$ cat src/rtl/uart_pkg.sv
// Shared definitions for the UART transmit path: frame FSM states,
// framing constants and a small index helper for round-robin pointers.
package uart_pkg;

  typedef enum logic [1:0] {
    IDLE,
    START,
    DATA,
    STOP
  } uart_state_e;

  localparam int   UART_DATA_BITS = 8;
  localparam logic UART_START_LVL = 1'b0;
  localparam logic UART_STOP_LVL  = 1'b1;

  // Index one past idx, wrapping back to zero at n.
  function automatic int next_index(input int idx, input int n);
    return (idx + 1 >= n) ? 0 : idx + 1;
  endfunction

endpackage

$ cat src/rtl/uart_rr_arb.sv
// Combinational round-robin picker: starting at the priority pointer,
// searches upward with wrap-around for the first active request.
module uart_rr_arb #(
  parameter  int NREQ = 4,
  localparam int IW   = $clog2(NREQ)
) (
  input  logic [NREQ-1:0] req,
  input  logic [IW-1:0]   ptr,
  output logic [NREQ-1:0] grant,
  output logic [IW-1:0]   grant_idx,
  output logic            grant_valid
);

  int            cand_sum;
  logic [IW-1:0] cand_idx;

  // Walk the requesters in priority order and keep the first one found.
  always_comb begin
    grant       = '0;
    grant_idx   = '0;
    grant_valid = 1'b0;
    cand_sum    = 0;
    cand_idx    = '0;
    for (int k = 0; k < NREQ; k++) begin
      cand_sum = int'(ptr) + k;
      if (cand_sum >= NREQ) begin
        cand_sum = cand_sum - NREQ;
      end
      cand_idx = IW'(cand_sum);
      if (!grant_valid && req[cand_idx]) begin
        grant_valid     = 1'b1;
        grant[cand_idx] = 1'b1;
        grant_idx       = cand_idx;
      end
    end
  end

endmodule

$ cat src/rtl/uart_tx_arb.sv
// Round-robin TX scheduler: arbitrates NREQ byte requesters onto one
// serial line and frames each granted byte as start, 8 data bits
// MSB-first and STOP_BITS stop bits, BIT_CYCLES clocks per bit.
// Arbitration happens in IDLE and on the last stop cycle, so a waiting
// requester follows the previous frame with no idle gap.
module uart_tx_arb
  import uart_pkg::*;
#(
  parameter  int NREQ       = 4,
  parameter  int BIT_CYCLES = 1,
  parameter  int STOP_BITS  = 1,
  localparam int IW         = $clog2(NREQ),
  localparam int CW         = (BIT_CYCLES > 1) ? $clog2(BIT_CYCLES) : 1
) (
  input  logic                 clk_baud,
  input  logic                 reset_n,
  input  logic [NREQ-1:0]      req,
  input  logic [8*NREQ-1:0]    data_in,
  output logic [NREQ-1:0]      ack,
  output logic [IW-1:0]        grant_id,
  output logic                 data_serial,
  output logic                 tx_done,
  output logic                 uart_state
);

  uart_state_e   state;
  logic [CW-1:0] bit_cnt;
  logic [2:0]    bit_idx;
  logic          stop_idx;
  logic [7:0]    tx_byte;
  logic [IW-1:0] ptr;

  logic [NREQ-1:0] arb_grant;
  logic [IW-1:0]   arb_idx;
  logic            arb_valid;

  logic last_bit_cycle;
  logic last_stop_cycle;
  logic arb_cycle;
  logic enter_last_stop;

  uart_rr_arb #(
    .NREQ(NREQ)
  ) u_arb (
    .req        (req),
    .ptr        (ptr),
    .grant      (arb_grant),
    .grant_idx  (arb_idx),
    .grant_valid(arb_valid)
  );

  assign last_bit_cycle  = (bit_cnt == CW'(BIT_CYCLES - 1));
  assign last_stop_cycle = (state == STOP) && last_bit_cycle &&
                           (stop_idx == 1'(STOP_BITS - 1));
  assign arb_cycle       = (state == IDLE) || last_stop_cycle;

  // Look one cycle ahead: tx_done is registered, so it must be set on the
  // edge that enters the final cycle of the last stop bit.
  always_comb begin
    enter_last_stop = 1'b0;
    case (state)
      DATA: begin
        if (bit_idx == 3'd0 && last_bit_cycle && BIT_CYCLES == 1 && STOP_BITS == 1) begin
          enter_last_stop = 1'b1;
        end
      end
      STOP: begin
        if (!last_stop_cycle) begin
          if (last_bit_cycle) begin
            enter_last_stop = (BIT_CYCLES == 1) && (int'(stop_idx) == STOP_BITS - 2);
          end else begin
            enter_last_stop = (int'(bit_cnt) == BIT_CYCLES - 2) &&
                              (int'(stop_idx) == STOP_BITS - 1);
          end
        end
      end
      default: enter_last_stop = 1'b0;
    endcase
  end

  // Frame sequencer with registered line, handshake and status outputs.
  always_ff @(posedge clk_baud) begin
    if (!reset_n) begin
      state       <= IDLE;
      bit_cnt     <= '0;
      bit_idx     <= '0;
      stop_idx    <= 1'b0;
      tx_byte     <= '0;
      ptr         <= '0;
      ack         <= '0;
      grant_id    <= '0;
      data_serial <= UART_STOP_LVL;
      tx_done     <= 1'b0;
      uart_state  <= 1'b0;
    end else begin
      ack     <= '0;
      tx_done <= enter_last_stop;
      if (arb_cycle) begin
        bit_cnt  <= '0;
        stop_idx <= 1'b0;
        if (arb_valid) begin
          state       <= START;
          ack         <= arb_grant;
          grant_id    <= arb_idx;
          tx_byte     <= data_in[{arb_idx, 3'b000} +: UART_DATA_BITS];
          ptr         <= IW'(next_index(int'(arb_idx), NREQ));
          data_serial <= UART_START_LVL;
          uart_state  <= 1'b1;
        end else begin
          state       <= IDLE;
          data_serial <= UART_STOP_LVL;
          uart_state  <= 1'b0;
        end
      end else begin
        case (state)
          START: begin
            if (last_bit_cycle) begin
              state       <= DATA;
              bit_cnt     <= '0;
              bit_idx     <= 3'(UART_DATA_BITS - 1);
              data_serial <= tx_byte[UART_DATA_BITS-1];
            end else begin
              bit_cnt <= bit_cnt + CW'(1);
            end
          end
          DATA: begin
            if (last_bit_cycle) begin
              bit_cnt <= '0;
              if (bit_idx == 3'd0) begin
                state       <= STOP;
                stop_idx    <= 1'b0;
                data_serial <= UART_STOP_LVL;
              end else begin
                bit_idx     <= bit_idx - 3'd1;
                data_serial <= tx_byte[bit_idx-3'd1];
              end
            end else begin
              bit_cnt <= bit_cnt + CW'(1);
            end
          end
          STOP: begin
            if (last_bit_cycle) begin
              bit_cnt  <= '0;
              stop_idx <= stop_idx + 1'b1;
            end else begin
              bit_cnt <= bit_cnt + CW'(1);
            end
          end
          default: begin
            state       <= IDLE;
            data_serial <= UART_STOP_LVL;
            uart_state  <= 1'b0;
          end
        endcase
      end
    end
  end

endmodule

$ cat config.mk
export PLATFORM = sky130hd
export DESIGN_NAME = uart_tx_arb
export DESIGN_NICKNAME = d
export VERILOG_FILES = /design/src/rtl/uart_pkg.sv /design/src/rtl/uart_rr_arb.sv /design/src/rtl/uart_tx_arb.sv
export SDC_FILE = /design/constraint.sdc
export NUM_CORES = 1
export LEC_CHECK = 0
export BUFFER_PORTS_ARGS = -buffer_cell sky130_fd_sc_hd__buf_2
export CAP_MARGIN = 5
export CORE_MARGIN = 2
export CORE_UTILIZATION = 56
export CTS_CLUSTER_SIZE = 8
export DETAILED_ROUTE_END_ITERATION = 10
export PLACE_DENSITY_LB_ADDON = 0.08
export SYNTH_ARGS = -nofsm -noshare
export SYNTH_HDL_FRONTEND = slang
export SYNTH_SLANG_ARGS = --single-unit
$ cat constraint.sdc
create_clock -name clk_baud -period 7.25 [get_ports clk_baud]
set_clock_uncertainty 0.2 [all_clocks]
set_input_delay 0.3625 -clock clk_baud [delete_from_list [all_inputs] [get_ports clk_baud]]
set_output_delay 0.3625 -clock clk_baud [all_outputs]
set_load 0.01 [all_outputs]
# [Yosys cells after proc, flatten, opt, wreduce, memory -nomap -nowiden]
# Index checks and enable logic that the tools add are counted.
[word_totals] register_bits=26 input_bits=38 out_inout_bits=9
[op_classes] addsub=11 order_cmp=14 n_eq_ne=13 shift=1 mux=60 bitwise_logic=7 n_reduce_logical=27
[op_table] operator="variable part select 32 x 6 -> 8 bit" count=1
[op_table] operator="2-to-1 mux 1 bit" count=27
[op_table] operator="2-to-1 mux 2 bit" count=13
[op_table] operator="2-to-1 mux 4 bit" count=4
[op_table] operator=">= comparator 3 bit, second input constant" count=4
[op_table] operator="< comparator 2 x 3 -> 1 bit, second input constant" count=4
[op_table] operator="!= test 2 bit, second input constant" count=6
[op_table] operator="bitwise OR 4 bit" count=3
[op_table] operator="logical AND 1 bit" count=10
[op_table] operator="2-to-1 mux 3 bit" count=3
[op_table] operator="!= test 3 bit, second input constant" count=3
[op_table] operator="binary-select mux 1 bit (select 2 bit)" count=4
[op_table] operator="demux 1 bit (select 2 bit)" count=4
[op_table] operator=">= comparator 2 x 1 -> 1 bit, second input constant" count=4
[op_table] operator="AND reduction 4 bit" count=2
[op_table] operator="subtractor 2 x 1 -> 2 bit, second input constant" count=4
[op_table] operator="adder 2 x 1 -> 3 bit, second input constant" count=2
[op_table] operator="adder 2 x 2 -> 3 bit, second input constant" count=2
[op_table] operator="case mux 2 bit (3 select lines)" count=1
[op_table] operator="case mux 3 bit (2 select lines)" count=1
[op_table] operator="AND reduction 3 bit" count=2
[op_table] operator="AND reduction 5 bit" count=1
[op_table] operator="equality test 2 bit, second input constant" count=2
[op_table] operator="< comparator 3 x 4 -> 1 bit, second input constant" count=1
[op_table] operator="17 further kinds" count=25

# [Logic depth before layout (Yosys ltp)]
[logic_depth] depth_word=17 ltp_mapped=12

# [By module]
# A second synthesis with hierarchy kept.
[unflattened] cells_unflattened=178 hier_area_um2=1760.4
[modules_own_cells] module="uart_tx_arb" instances=1 cells_per_inst=133 area_each_um2=1338.8 seq_area_each_um2=500.5
[modules_own_cells] module="uart_rr_arb" instances=1 cells_per_inst=45 area_each_um2=421.7 seq_area_each_um2=0.0

# [Worst setup path before layout]
# Ideal clock, no wire load.
[synth_timing] path_type="reg2reg" startpoint="register ptr[0]" endpoint="register tx_byte[7]" t_arrival_ns=2.552 slack_ns=4.360 stages_incl_launch_ff=12 path_buffers=3 period_less_slack_ns=2.890 path_cell_list="dfxtp_1 buf_6 inv_1 ha_1 buf_6 or3b_2 a211o_1 o211ai_2 o22a_1 or2_2 clkbuf_1 o221ai_1"
[synth_between] elab_chain_len=15 word_cells_on_any_way=39 classes_between="add/sub (7); order compare (4); shift (1); mux (20); reduce/logical (7)"
[synth_rtl] element="start, declared" line="uart_tx_arb.sv:31" source="logic [IW-1:0] ptr;"
[synth_rtl] element="start signal, assigned" line="uart_tx_arb.sv:106" source="ptr <= IW'(next_index(int'(arb_idx), NREQ));"
[synth_rtl] element="parallel branches: the longest is 15 deep, another holds adder 2 x 1 -> 3 bit"
[synth_rtl] element="end signal, assigned" line="uart_tx_arb.sv:105" source="tx_byte <= data_in[{arb_idx, 3'b000} +: UART_DATA_BITS];"
[synth_rtl] element="end, declared" line="uart_tx_arb.sv:30" source="logic [7:0] tx_byte;"
# Parallel ways; which one is timed is not known. The select of a mux whose other input is x is not followed.
# A chain may end at the register's enable or synchronous reset.

# [Worst setup path in the final report]
[layout_timing] startpoint="register ptr[0]" endpoint="register tx_byte[3]"
# Same word-level chain as after synthesis.

==> results.toml <==
[cts]
ctsHoldBuffers = 0
cts_tree = "built"
clock-sinks = 25
post_cts_buffers = 0
clk_path_buf_depth = 2
cts_resized = 0
cts-root-buf = "clkbuf_4"
worstSkewPairLatency_ns = 0.33
path_clk_slew_ns = 0.15
cts_max_level = 1
numCtsBuffers = 3

[place]
dpl-instance-area_mm2 = 0.00194
io_buffers = 46
hpwlAfterDp_mm = 2.96
gp_congestion = 0.844

[worst_setup_path]
crit_path_end_kind = "flop"
path_cells = "inv_1 > ha_1 > mux4_2 > nor2b_4 > o21ai_2 > o41a_1 > mux2i_1 > o221ai_1"
required_ns = 7.25
start_kind = "flop"
path_class = "reg2reg"
crit_fanout = 16
max_stage_delay_ns = 0.82
cp.arrival_ns = 3.65
slowest_stage = "o41a_1"

[routing]
drt-total-wl_mm = 3.87
wl_met1_mm = 1.75
wl_per_cell_um = 14.5
viasPerCell = 6.00
met3_length_um = 246
firstDrtPassIters = 4
dr_wl_met2_mm = 1.85
vias = 1603
drt_iter0_drc = 67
drc = 0
top_layer = "met4"
final_antenna_net_count = 0

[power]
clkPwrFrac_pct = 11.9
p_leak_nw = 0.899
p_int_w = 0.000326
power_frac_seq_pct = 37.0
powerDensity_mw_per_mm2 = 279
combPwrFrac_pct = 51.1
switching_share_pct = 40.6
ir_drop_mv = 0.155
switchingPower_w = 0.000223

[die]
placementRows = 20
coreArea_mm2 = 0.00300
ios = 47
die_w_um = 59.8
start_util_pct = 58.1
die_area_mm2 = 0.00358
fp.dieH_um = 59.8

[sta]
fmax_ghz = 0.274
maxSlewViolCount = 0
tightest_slew_ns = 0.977
finalSetupViolations = 0
rsz0062_at_grt = "no"
min_period_ns = 3.65
hold_viol = 0
max-slew-margin-rel_pct = 34.9
final.setup.tns_ns = 0
post-route-period-util_pct = 50.4
whs_ns = 0.144

[global_route]
gr-total-overflow = 0
grt_pass1_wl_mm = 6.51
antenna_found_initial = 0
grt_pass1_vias = 1473
grt_use_total_pct = 23.5
grt_start_max_net_pins = 24

[finish]
finalNetCount = 285
utilization_pct = 65.5
antennaDiodeCount = 0
area_delta_synth_final_pct = 12.8
fin_area_mm2 = 0.00197
drive_above_1_share_pct = 26.9

[worst_hold_path]
min_path_type = "in2reg"

[synthesis]
yosysMostFrequentCell = "dfxtp_1"
synth_cell_types = 42
syn_nets = 244
synthTopCellsByCount = "dfxtp_1 (25), nor2_1 (22), mux2i_1 (17)"
synth_warnings = 0
synth_edf_count = 0
ys_top_cells_by_area = "dfxtp_1 (29%), mux2i_1 (9.8%), ha_1 (8.6%)"
yosysTopAreaCellShare_pct = 28.7
avgSynthCellArea_um2 = 8.99
synthCells = 194
synth-seq-cells = 25
ys_seq_area_share_pct = 28.7
async_flop_share_pct = 0
ys.flop_type = "dfxtp_1"
syn_area_mm2 = 0.00174
yosys.area.top_type = "dfxtp_1"

[status]
status = "completed"

[job]
cap_violations = 0
final timing paths:
check,startpoint,endpoint,slack (ns),depth (start not counted)
worst max-delay path,ptr[0],tx_byte[3],3.60,8
worst max register to register,ptr[0],tx_byte[3],3.60,8
worst min register to register,stop_idx,stop_idx,0.28,2
worst min-delay path,data_in[9],tx_byte[1],0.14,3
sequential cells by signal, summed over array words and instances (netlist names):
name,flops
stop_idx,1
tx_done,1
ack,4
data_serial,1
tx_byte,8
grant_id,2
state,2
bit_idx,3
ptr,2
uart_state,1
cells in the final DEF (no fill, tap or decap), types with 2 or more instances in the layout:
master / n
buf_2: 46
dfxtp_1: 25
nor2_1: 22
mux2i_1: 17
nand2_1: 14
nand3_1: 14
a21oi_1: 12
ha_1: 12
inv_1: 8
o221ai_1: 8
mux4_2: 5
a22oi_1: 4
a221oi_1: 4
o21ai_0: 4
a211oi_1: 3
clkbuf_4: 3
or3b_2: 2
nand3b_1: 2
a211o_1: 2
a21o_1: 2
or2_2: 2
a21boi_0: 2
nand2b_1: 2
o211a_1: 2
metal layers:
layer | vias to the layer above | global-route usage [%]
met5 | - | 0
met4 | 0 | 4.76
met3 | 4 | 5.41
met2 | 58 | 39.9
met1 | 740 | 30.3
li1 | 801 | -
area by class of cell:
type / count / area (µm²)
Multi-Input combinational cell: 151 / 1130
Fill cell: 259 / 1040
Sequential cell: 25 / 500
Timing Repair Buffer: 46 / 230
Tap cell: 33 / 41.3
Inverter: 8 / 30.0
Clock buffer: 3 / 22.5
Clock inverter: 1 / 7.51
metrics by stage:
step	cells	total power [W]	setup WS (ns)
4_1_cts	267	0.000550	3.57
3_3_place_gp	263	0.000471	3.84
2_1_floorplan	194	0.000444	4.36
3_5_place_dp	263	0.000486	3.61
6_report	267	0.000548	3.60
5_1_grt	267	0.000593	3.36
power groups by stage:
stage	clock network [W]	registers (W)	logic (W)
CTS	0.0000668	0.000202	0.000281
finish	0.0000654	0.000203	0.000280
floorplan	0	0.000200	0.000244
global placement	0	0.000203	0.000267
detailed placement	0	0.000206	0.000280
global route	0.0000738	0.000209	0.000310
worst max-delay path, delay by kind of cell, from the launching register on:
| kind | cells | cell delay (ns) |
|---|---|---|
| AOI/OAI and AO/OA | 3 | 1.10 |
| muxes | 2 | 0.79 |
| DFF | 1 | 0.69 |
| adders and majority gates | 1 | 0.47 |
| buffers and inverters | 1 | 0.18 |
| and+or+nand+nor | 1 | 0.08 |
kinds of logic (layout without fill, tap and decap cells):
kind of cell	after synthesis	count (layout)	synth area share [%]
adders and majority gates	12	12	8.61
DFF	25	25	28.7
xor gates and xnor gates	1	1	0.502
and+or+nand+nor	66	66	18.4
AOI/OAI and AO/OA	49	49	20.7
buffers and inverters	18	58	6.24
muxes	23	23	16.9
Note: power is estimated with default switching activity, not from simulation.
